`config.mk`:
```
export PLATFORM = sky130hd
export DESIGN_NAME = pwm_capture
export DESIGN_NICKNAME = d
export VERILOG_FILES = /design/src/rtl/pwm_capture.sv
export SDC_FILE = /design/constraint.sdc
export NUM_CORES = 1
export LEC_CHECK = 0
export CORE_MARGIN = 1
export CORE_UTILIZATION = 59
export CTS_BUF_LIST = sky130_fd_sc_hd__clkbuf_8
export DETAILED_ROUTE_END_ITERATION = 16
export GPL_TIMING_DRIVEN = 0
export HOLD_SLACK_MARGIN = 0.06
export PLACE_DENSITY = 0.87
export SLEW_MARGIN = 20
export SYNTH_ARGS = -nofsm -noshare
export SYNTH_HDL_FRONTEND = slang
export SYNTH_SLANG_ARGS = --single-unit
```
`constraint.sdc`:
```
create_clock -name clk -period 5 [get_ports clk]
set_input_delay 1.5 -clock clk [delete_from_list [all_inputs] [get_ports clk]]
set_output_delay 1.5 -clock clk [all_outputs]
set_load 0.02 [all_outputs]
```
`src/rtl/pwm_capture.sv`:
```
// rtl/pwm_capture.sv - PWM period/high-time capture with stuck-input detection
// Synchronizes pwm_in, times rising-to-rising and rising-to-falling intervals, and flags silence.
module pwm_capture #(
  parameter int CNT_W   = 16,
  parameter int TIMEOUT = 65535
) (
  input  logic             clk,
  input  logic             reset_n,
  input  logic             pwm_in,
  output logic [CNT_W-1:0] period_count,
  output logic [CNT_W-1:0] high_count,
  output logic             meas_valid,
  output logic             stuck,
  output logic             stuck_level
);

  typedef enum logic [1:0] {IDLE, HIGH, LOW} state_t;

  localparam logic [CNT_W-1:0] CNT_MAX = '1;
  localparam logic [CNT_W-1:0] TO_LAST = CNT_W'(TIMEOUT - 1);

  state_t           state_q, state_d;
  logic             s1_q, s1_d, s2_q, s2_d, s3_q, s3_d;
  logic [CNT_W-1:0] cnt_q, cnt_d, hi_lat_q, hi_lat_d, idle_q, idle_d;
  logic [CNT_W-1:0] period_q, period_d, high_q, high_d;
  logic             valid_q, valid_d, stuck_q, stuck_d, level_q, level_d;
  logic             rise, fall, edge_seen;
  logic [CNT_W-1:0] cnt_inc, idle_inc;

  always_comb begin
    s1_d      = pwm_in;
    s2_d      = s1_q;
    s3_d      = s2_q;
    state_d   = state_q;
    cnt_d     = cnt_q;
    hi_lat_d  = hi_lat_q;
    idle_d    = idle_q;
    period_d  = period_q;
    high_d    = high_q;
    valid_d   = 1'b0;
    stuck_d   = stuck_q;
    level_d   = level_q;
    rise      = s2_q & ~s3_q;
    fall      = ~s2_q & s3_q;
    edge_seen = rise | fall;
    cnt_inc   = (cnt_q == CNT_MAX) ? cnt_q : cnt_q + 1'b1;
    idle_inc  = (idle_q == CNT_MAX) ? idle_q : idle_q + 1'b1;

    case (state_q)
      IDLE: begin
        if (rise) begin
          state_d = HIGH;
          cnt_d   = CNT_W'(1);
        end
      end
      HIGH: begin
        cnt_d = cnt_inc;
        if (fall) begin
          hi_lat_d = cnt_q;
          state_d  = LOW;
        end
      end
      LOW: begin
        cnt_d = cnt_inc;
        if (rise) begin
          period_d = cnt_q;
          high_d   = hi_lat_q;
          valid_d  = 1'b1;
          cnt_d    = CNT_W'(1);
          state_d  = HIGH;
        end
      end
      default: state_d = IDLE;
    endcase

    // An edge in the timeout cycle takes priority, so stuck is never raised alongside an edge.
    if (edge_seen) begin
      idle_d  = '0;
      stuck_d = 1'b0;
    end else begin
      idle_d = idle_inc;
      if (idle_q == TO_LAST) begin
        stuck_d = 1'b1;
        level_d = s2_q;
        state_d = IDLE;
      end
    end
  end

  always_ff @(posedge clk) begin
    if (!reset_n) begin
      s1_q     <= 1'b0;
      s2_q     <= 1'b0;
      s3_q     <= 1'b0;
      state_q  <= IDLE;
      cnt_q    <= '0;
      hi_lat_q <= '0;
      idle_q   <= '0;
      period_q <= '0;
      high_q   <= '0;
      valid_q  <= 1'b0;
      stuck_q  <= 1'b0;
      level_q  <= 1'b0;
    end else begin
      s1_q     <= s1_d;
      s2_q     <= s2_d;
      s3_q     <= s3_d;
      state_q  <= state_d;
      cnt_q    <= cnt_d;
      hi_lat_q <= hi_lat_d;
      idle_q   <= idle_d;
      period_q <= period_d;
      high_q   <= high_d;
      valid_q  <= valid_d;
      stuck_q  <= stuck_d;
      level_q  <= level_d;
    end
  end

  assign period_count = period_q;
  assign high_count   = high_q;
  assign meas_valid   = valid_q;
  assign stuck        = stuck_q;
  assign stuck_level  = level_q;

endmodule

```
* Word-level counts from Yosys, hierarchy flattened
Index checks and enable logic that the tools add are counted.
** Word-level totals
- Register bits after elaboration :: 88
- Bits in latches :: 0
- Bits in writable memories :: 0
- ROM bits :: 0
- Input port bits :: 3
- Output and inout port bits :: 35
- Logic and storage cells :: 46
- Memories kept :: 0
** Operators by class
- $add $sub $neg :: 2
- $mul :: 0
- Divide/modulo/power cells :: 0
- $lt $le $gt $ge :: 0
- Eq/ne operators :: 6
- Shift-type cells :: 0
- Mux-type cells :: 10
- Bitwise operators :: 7
- Reductions and logical operators :: 9
** Operator list (count)
- $eq A16 B16 Y1 const B :: 3
- $mux W16 :: 3
- $pmux W16 S3 :: 1
- $add A16 B1 Y16 const B :: 2
- $reduce_and A2 Y1 :: 5
- $mux W2 :: 4
- $not A1 Y1 :: 4
- $pmux W2 S2 :: 1
- $reduce_or A2 Y1 :: 2
- $reduce_bool A3 Y1 :: 1
- $and A1 B1 Y1 :: 2
- $eq A2 B1 Y1 const B :: 1
- $eq A2 B2 Y1 const B :: 1
- $logic_not A2 Y1 :: 1
- $ne A2 B2 Y1 const B :: 1
- $mux W1 :: 1
- $or A1 B1 Y1 :: 1

* Logic depth before layout (Yosys ltp)
Gate-level depths: netlist (run 1).
- Depth in word-level cells :: 6
- Depth in mapped cells :: 9
- Depth with buffers taken out :: 7

* Worst setup path after synthesis (run 1)
No wires, ideal clock.
- Path kind :: input port to flip-flop
- Start :: input port reset_n
- End :: register idle_q[8]
- Data arrival time :: 2124 ps
- Data required time :: 4940 ps
- Slack :: 2816 ps
- Stages on the path :: 3
- Path buffers :: 2
- Cells stage by stage :: clkbuf_1 > clkbuf_1 > o2111a_1
** Between the ends
- Cells in the longest elaborated chain, start to end :: 2
** Ends and longest elaborated chain
- start: declaration :: line 8 : input logic reset_n,
- $not A1 Y1 (no source line)
- $reduce_or A2 Y1 (no source line)
- end signal: assignment :: line 111 : idle_q <= idle_d;
- end: declaration :: line 24 : logic [CNT_W-1:0] cnt_q, cnt_d, hi_lat_q, hi_lat_d, idle_q, idle_d;
No other way between the ends.
A chain may end at the register's enable or synchronous reset.

* Worst setup path in the final report (run 1)
- Start :: register period_q[15], in the netlist period_count[15]
- End :: output port period_count[15]
** RTL lines
- start: declaration :: line 25 : logic [CNT_W-1:0] period_q, period_d, high_q, high_d;
- start signal: assignment :: line 112 : period_q <= period_d;
- end: declaration :: line 10 : output logic [CNT_W-1:0] period_count,
No word-level cell between the ends.

==> impl_results.md, run 1 <==
- Status: finished, final reports clean
- Core outline area: 6060 sq um
- Count of endpoints failing hold in the final timing report: 0
- Library cell with the largest summed area after synthesis: sky130_fd_sc_hd__dfxtp_1
- Clock slew seen by the registers of the worst setup and hold paths: 0.09 ns
- Post-route clock period utilization: ~56%
- Initial antenna violation count: 0
- Worst-Skew Late Latency: 0.36 ns
- Overflow left after global routing: 0
- Slew Limit Headroom: 54.0%
- Leading post-synthesis cells by cell area: sky130_fd_sc_hd__dfxtp_1 (46%), sky130_fd_sc_hd__nand2_1 (11%), sky130_fd_sc_hd__a21boi_0 (9.5%), sky130_fd_sc_hd__nor2_1 (3.4%), sky130_fd_sc_hd__ha_1 (3.0%)
- Required time of the worst setup path: 3.50 ns
- Min Hold Slack: 0.440 ns
- Reported leakage power: 1.46 nW
- Final clock skew: 0.0110 ns
- Post-route minimum period: approximately 2.8 ns
- Most frequent cells in the layout: sky130_fd_sc_hd__nand2_1 (111), sky130_fd_sc_hd__dfxtp_1 (88), sky130_fd_sc_hd__a21boi_0 (48)
- Number of port buffers: 37
- Critical Path Slowest Stage Cell: sky130_fd_sc_hd__clkdlybuf4s50_1
- Transition time at the pin with the least slew margin: around 0.68 ns
- Root buffer selected by CTS: sky130_fd_sc_hd__clkbuf_8
- Cts hold-fix bufs: 0
- DR DRC count: 0
- Cell Area, Synth: 3790 sq um
- Htree depth: 3
- Most frequent standard cell in the layout excluding fill and tap cells: sky130_fd_sc_hd__nand2_1
- Synth top area share: 46.4%
- Cell type group with the largest total delay on the critical path: buffers and inverters
- Origin of the critical flop-to-flop path: state_q[0]$_SDFF_PN0_
- Final slew viol count: 0
- Number of top-level pins: 38
- Type of origin of the critical path: register
- HPWL after detailed placement: between 5 and 6 mm
- Peak supply drop: 0.214 mV
- Buffer and inverter count on the worst path: 1
- Number of gates resized after CTS: 0
- Number of setup violations in the final report: 0
- Max Fanout on Critical Path: 2
- Ordered cell list for the critical path: clkdlybuf4s50_1
- Share of synthesized area occupied by flip-flops and latches: a little under half
- Clock net sink count: 88
- Die Y-Extent: 82.2 um
- Vias in the first global route: between 2000 and 3000
- Wirelength per Cell: between 10 and 15 um
- Syn Inst Count: roughly 450
- Routed vias/inst: 5.45
- Largest net degree at the start of global routing: 15
- # nets final: ~500
- CTS tree: yes
- Number of warnings printed during yosys synthesis: 0
- Worst min-delay path startpoint: s1_q$_SDFF_PN0_
- Ratio of cells with drive above 1 in the final layout: 6.01%
- CP endpoint kind: output pin
- Maximum clock frequency: between 0.3 and 0.4 GHz
- Synth cell types: 44
- Worst Setup Path Type: register to output pin
- Placer congestion estimate: 0.874
- RSZ-0062 raised after global routing: no
- Antenna-violating nets left: 0
- Post-CTS setup buffers: 0
- PwrDens: 268 nW/um^2
- All-layer global routing usage: 25.3%
- Number of max-capacitance violations reported: 0
- Final antenna diode count: 0
- Wire length of the first global-routing pass: 12.8 mm
- Die Area: 6750 sq um
- Buffers from clock root to sink, at most: 2
- Mean instance size in the synthesized netlist: around 8.5 sq um
- Starting utilization of the core area: 62.6%
- Start point of the critical path: period_count[15]$_SDFFE_PN0P_
- CP Data Arrival Time: roughly 1.3 ns
- Num rows: 28
- Final-layout setup total negative slack: 0 ns
- Vias: 3127
- Net Count, Synth: 458
- Area overhead of the layout relative to synthesis: 16.8%
- Number of buffers created by CTS: 9
- Register bit total from synthesis: 88
- Hold/Removal Path Class: register to register
- Count of routing violations after the opening detailed-route iteration: 187
- Die extent in x: between 80 and 90 um
- Final routed wirelength across all metal layers: 7.77 mm
- Delay of the slowest cell on the worst path: just over 0.6 ns
- Number of search-and-repair iterations in the first detailed-routing pass: 4
[where the power goes]
part	switching [mW]	leakage, nW	internal, mW
logic	0.0261	0.653	0.0165
registers	0.00540	0.710	0.705
clock network	0.244	0.0972	0.191
[final cells by class]
| type | instances | area [sq um] |
|---|---|---|
| Fill cell | 443 | 1630 |
| Tap cell | 75 | 93.8 |
| Multi-Input combinational cell | 324 | 1880 |
| Inverter | 9 | 33.8 |
| Sequential cell | 88 | 1760 |
| Clock inverter | 6 | 36.3 |
| Timing Repair Buffer | 37 | 370 |
| Buffer | 25 | 114 |
| Clock buffer | 10 | 138 |
[sequential cells by signal, indices dropped and copies added, names as in the netlist]
signal	count
state_q	2
s1_q	1
stuck_level	1
stuck	1
s3_q	1
hi_lat_q	16
high_count	16
s2_q	1
meas_valid	1
cnt_q	16
idle_q	16
period_count	16
[routing by layer]
metal	up-vias	global-route usage [%]	share of wire (%)
met5	-	0	0
met4	0	10.0	1.8
met3	16	4.84	5.8
met2	102	40.5	46
met1	1402	33.4	47
li1	1607	-	-
[synth_stat cells (all sizes together)]
master / number
dfxtp: 88
a211oi: 3
clkbuf: 20
and3: 4
o2111ai: 3
o211ai: 6
and2: 7
and4: 3
a311oi: 1
nor3: 12
nor3b: 1
mux2i: 7
inv: 9
o21ai: 10
a21oi: 3
nand3: 12
buf: 5
nor2: 34
a41o: 1
nand2b: 3
xor2: 12
xnor2: 6
nor2b: 3
nand2: 111
o2111a: 1
o31a: 1
a21boi: 48
nand4: 8
or2: 3
nand4b: 1
nor4: 5
ha: 9
or3: 4
a31oi: 2
[worst paths after layout]
path	cells past startpoint	end	slack (ns)
max reg2reg	8	cnt_q[15]$_SDFFE_PN0P_	2.87
min	1	s2_q$_SDFF_PN0_	0.44
min reg2reg	1	s2_q$_SDFF_PN0_	0.44
max	1	period_count[15]	2.18
[cells by family (layout without fill, tap and decap cells)]
kind of cell | after synthesis | after routing | share of synthesized area (%)
AOI/OAI and AO/OA | 79 | 79 | 15.3
adders and majority gates | 9 | 9 | 2.97
muxes | 7 | 7 | 1.85
xor gates and xnor gates | 18 | 18 | 4.16
and+or+nand+nor | 211 | 211 | 25.4
buffers and inverters | 34 | 87 | 3.89
DFF | 88 | 88 | 46.4
[metrics by stage]
stage / utilization, % / instances / area (sq um) / setup slack, ns / power, mW
6_report: 73.1 / 574 / 4430 / 2.18 / 1.19
5_1_grt: 73.1 / 574 / 4430 / 2.08 / 1.24
4_1_cts: 73.1 / 574 / 4430 / 2.16 / 1.20
3_5_place_dp: 70.3 / 558 / 4260 / 1.88 / 0.769
3_3_place_gp: 70.3 / 558 / 4260 / 1.91 / 0.767
2_1_floorplan: - / 446 / 3790 / 2.82 / 0.756
(Power assumes the default switching activity.)
==> run 2, diff against run 1 <==
Settings changed: CORE_UTILIZATION 59 to 53, PLACE_DENSITY 0.87 to 0.83.
Clock period 5 ns to 2.4 ns, I/O delays scaled along.
==> impl_results.md, run 2 (synthesis gave the netlist of run 1 again) <==
- Status: finished, final reports clean
- PwrDens: 557 nW/um^2 (+110%)
- Count of endpoints failing hold in the final timing report: 0 (unchanged)
- Starting utilization of the core area: 55.2% (-7.4 points)
- Area overhead of the layout relative to synthesis: 17.4%
- Core outline area: 6870 sq um (+13%)
- Overflow left after global routing: 0 (unchanged)
- Worst slack after detailed placement: 0.0260 ns (-1.86 ns)
- Clock slew seen by the registers of the worst setup and hold paths: 0.08 ns (about the same)
- Min Hold Slack: 0.446 ns (+0.00585 ns)
- M1 GR Usage: 30.4% (-3.0 points)
- CP endpoint kind: register
- Largest net degree at the start of global routing: 16 (+1)
- Post-CTS setup buffers: 0 (unchanged)
- Placer congestion estimate: 0.843 (-3.6%)
- Die Area: 7500 sq um (+11%)
- Num rows: 30 (+7.1%)
- Final routed wirelength across all metal layers: 7.82 mm (+0.72%)
- All-layer global routing usage: 23.0% (-2.3 points)
- DR DRC count: 0 (unchanged)
- HPWL after detailed placement: 5.62 mm (+0.25%)
- Post-route minimum period: 2.16 ns
- End-of-flow core utilization: 64.9% (-8.3 points)
- Start point of the critical path: state_q[0]$_SDFF_PN0_
- Clock share of power: 36.8% (about the same)
- Post-layout total power: 2.48 mW (+110%)
- Routed vias/inst: 5.30 (-2.7%)
- Die extent in x: 86.6 um (+5.4%)
- Slew Limit Headroom: 54.7% (+0.72 points)
- Vias in the first global route: 2875 (+2.4%)
- Post-route clock period utilization: between 90 and 100%
- Type of origin of the critical path: register
- Worst Setup Path Type: register to register
- Htree depth: 3 (unchanged)
- Most frequent standard cell in the layout excluding fill and tap cells: sky130_fd_sc_hd__nand2_1
- CTS tree: yes
- Antenna-violating nets left: 0 (unchanged)
- Hold/Removal Path Class: register to register
- Cell-internal power: 1.88 mW (+110%)
- Final clock skew: 0.00755 ns (-0.00343 ns)
- RSZ-0062 raised after global routing: no
- Root buffer selected by CTS: sky130_fd_sc_hd__clkbuf_8
- Net load switching power: 600 uW (+120%)
- Fill cell instance count of the final layout: 579 (+31%)
- Buffers from clock root to sink, at most: 2 (unchanged)
- Final antenna diode count: 0 (unchanged)
- Switching power share of the total: 24.2% (+1.0 points)
- FF-to-FF setup slack: 0.24 ns (-2.63 ns)
- Required time of the worst setup path: 2.65 ns (-0.85 ns)
- Peak supply drop: 0.317 mV (+48%)
- Number of gates resized after CTS: 0 (unchanged)
- Die Y-Extent: 86.6 um (+5.4%)
- Number of setup violations in the final report: 0 (unchanged)
- Transition time at the pin with the least slew margin: 0.674 ns (-0.0107 ns)
- Worst-Skew Late Latency: 0.36 ns (about the same)
- Final-layout setup total negative slack: 0 ns (unchanged)
- Number of top-level pins: 38 (unchanged)
- Met2 usage in global routing: 37.0% (-3.5 points)
- Maximum clock frequency: 0.463 GHz
- Max Fanout on Critical Path: 7 (+5)
- Delay of the slowest cell on the worst path: 0.51 ns (-0.11 ns)
- Global-route layer with the greatest usage: met2
- Reported leakage power: 1.45 nW (-0.41%)
- Most frequent cells in the layout: sky130_fd_sc_hd__nand2_1 (111), sky130_fd_sc_hd__dfxtp_1 (88), sky130_fd_sc_hd__a21boi_0 (48)
- Number of buffers created by CTS: 9 (unchanged)
- Count of routing violations after the opening detailed-route iteration: 120 (-36%)
- Ordered cell list for the critical path: inv_1, ha_1, nor2b_1, clkbuf_1, nor4_1, and4_1, and3_1, nor3_1
- Reg power frac: 59.7% (about the same)
- Clock net sink count: 88 (unchanged)
- Endpoint of the most critical register-to-register path: cnt_q[15]$_SDFFE_PN0P_
- Cell depth of the worst flop-to-flop path: 8 (unchanged)
- Setup ws final: 0.238 ns (-1.95 ns)
- Wirelength per Cell: 13.1 um (-2.8%)
- Wire length of the first global-routing pass: 13.4 mm (+4.5%)
- Origin of the critical flop-to-flop path: state_q[0]$_SDFF_PN0_
- Number of max-capacitance violations reported: 0 (unchanged)
- Vias: 3153 (+0.83%)
- Comb power frac: 3.5% (about the same)
- Final slew viol count: 0 (unchanged)
- Number of search-and-repair iterations in the first detailed-routing pass: 4 (unchanged)
- # nets final: 506 (unchanged)
- Cts hold-fix bufs: 0 (unchanged)
- Critical Path Slowest Stage Cell: sky130_fd_sc_hd__nor4_1
- Capturing element of the worst setup path: cnt_q[15]$_SDFFE_PN0P_
- Initial antenna violation count: 0 (unchanged)
- Met3 Usage GRT: 5.81% (+0.97 points)
- Ratio of cells with drive above 1 in the final layout: 6.01% (unchanged)
- Number of port buffers: 37 (unchanged)
- CP Data Arrival Time: 2.41 ns (+1.09 ns)
## run 2: critical path: cells and delay by family (launching register included)
family / cells / cell delay, ns
AND/OR/NAND/NOR: 5 / 1.13
flip-flops: 1 / 0.40
buffers and inverters: 2 / 0.29
adder cells (fa/ha/maj): 1 / 0.23
## run 2: area by class of cell
cell class                      instances  area [sq um]  area share [%]
Tap cell                               96           120            2.70
Inverter                                9          33.8           0.758
Sequential cell                        88          1760            39.5
Timing Repair Buffer                   37           370            8.31
Multi-Input combinational cell        324          1880            42.3
Buffer                                 25           114            2.56
Clock inverter                          7          47.5            1.07
Clock buffer                            9           124            2.78
## run 2: layer usage
metal / part of all wire, % / vias to the layer above
met5: 0 / -
met3: 4.3 / 9
met4: 1.1 / 0
met2: 47 / 70
met1: 48 / 1473
li1: - / 1601
## run 2: power by group through the flow
stage	registers, mW	clock network (mW)	logic (mW)
4_1_cts	1.48	0.933	0.0884
3_5_place_dp	1.51	0	0.0877
6_report	1.48	0.913	0.0879
3_3_place_gp	1.51	0	0.0850
2_1_floorplan	1.51	0	0.0649
5_1_grt	1.48	1.01	0.100
## run 2: worst min path at each step
stage	from	to	depth (start not counted)
after floorplan	s1_q$_SDFF_PN0_	s2_q$_SDFF_PN0_	1
after global placement	s1_q$_SDFF_PN0_	s2_q$_SDFF_PN0_	1
after detailed placement	s1_q$_SDFF_PN0_	s2_q$_SDFF_PN0_	1
after CTS	s1_q$_SDFF_PN0_	s2_q$_SDFF_PN0_	1
after global routing	s1_q$_SDFF_PN0_	s2_q$_SDFF_PN0_	1
final	s1_q$_SDFF_PN0_	s2_q$_SDFF_PN0_	1
## run 2: metrics by stage
stage / instances / cell area, sq um
detailed placement: 579 / 4280
floorplan: 446 / 3790
global placement: 579 / 4280
CTS: 595 / 4460
global route: 595 / 4460
finish: 595 / 4460
==> run 3, diff against run 2 <==
Settings changed: CTS_CLUSTER_SIZE set to 40, SLEW_MARGIN 20 to 5.
==> results of run 3 <==
The final DEF is identical to that of run 2; final timing and power are the same.
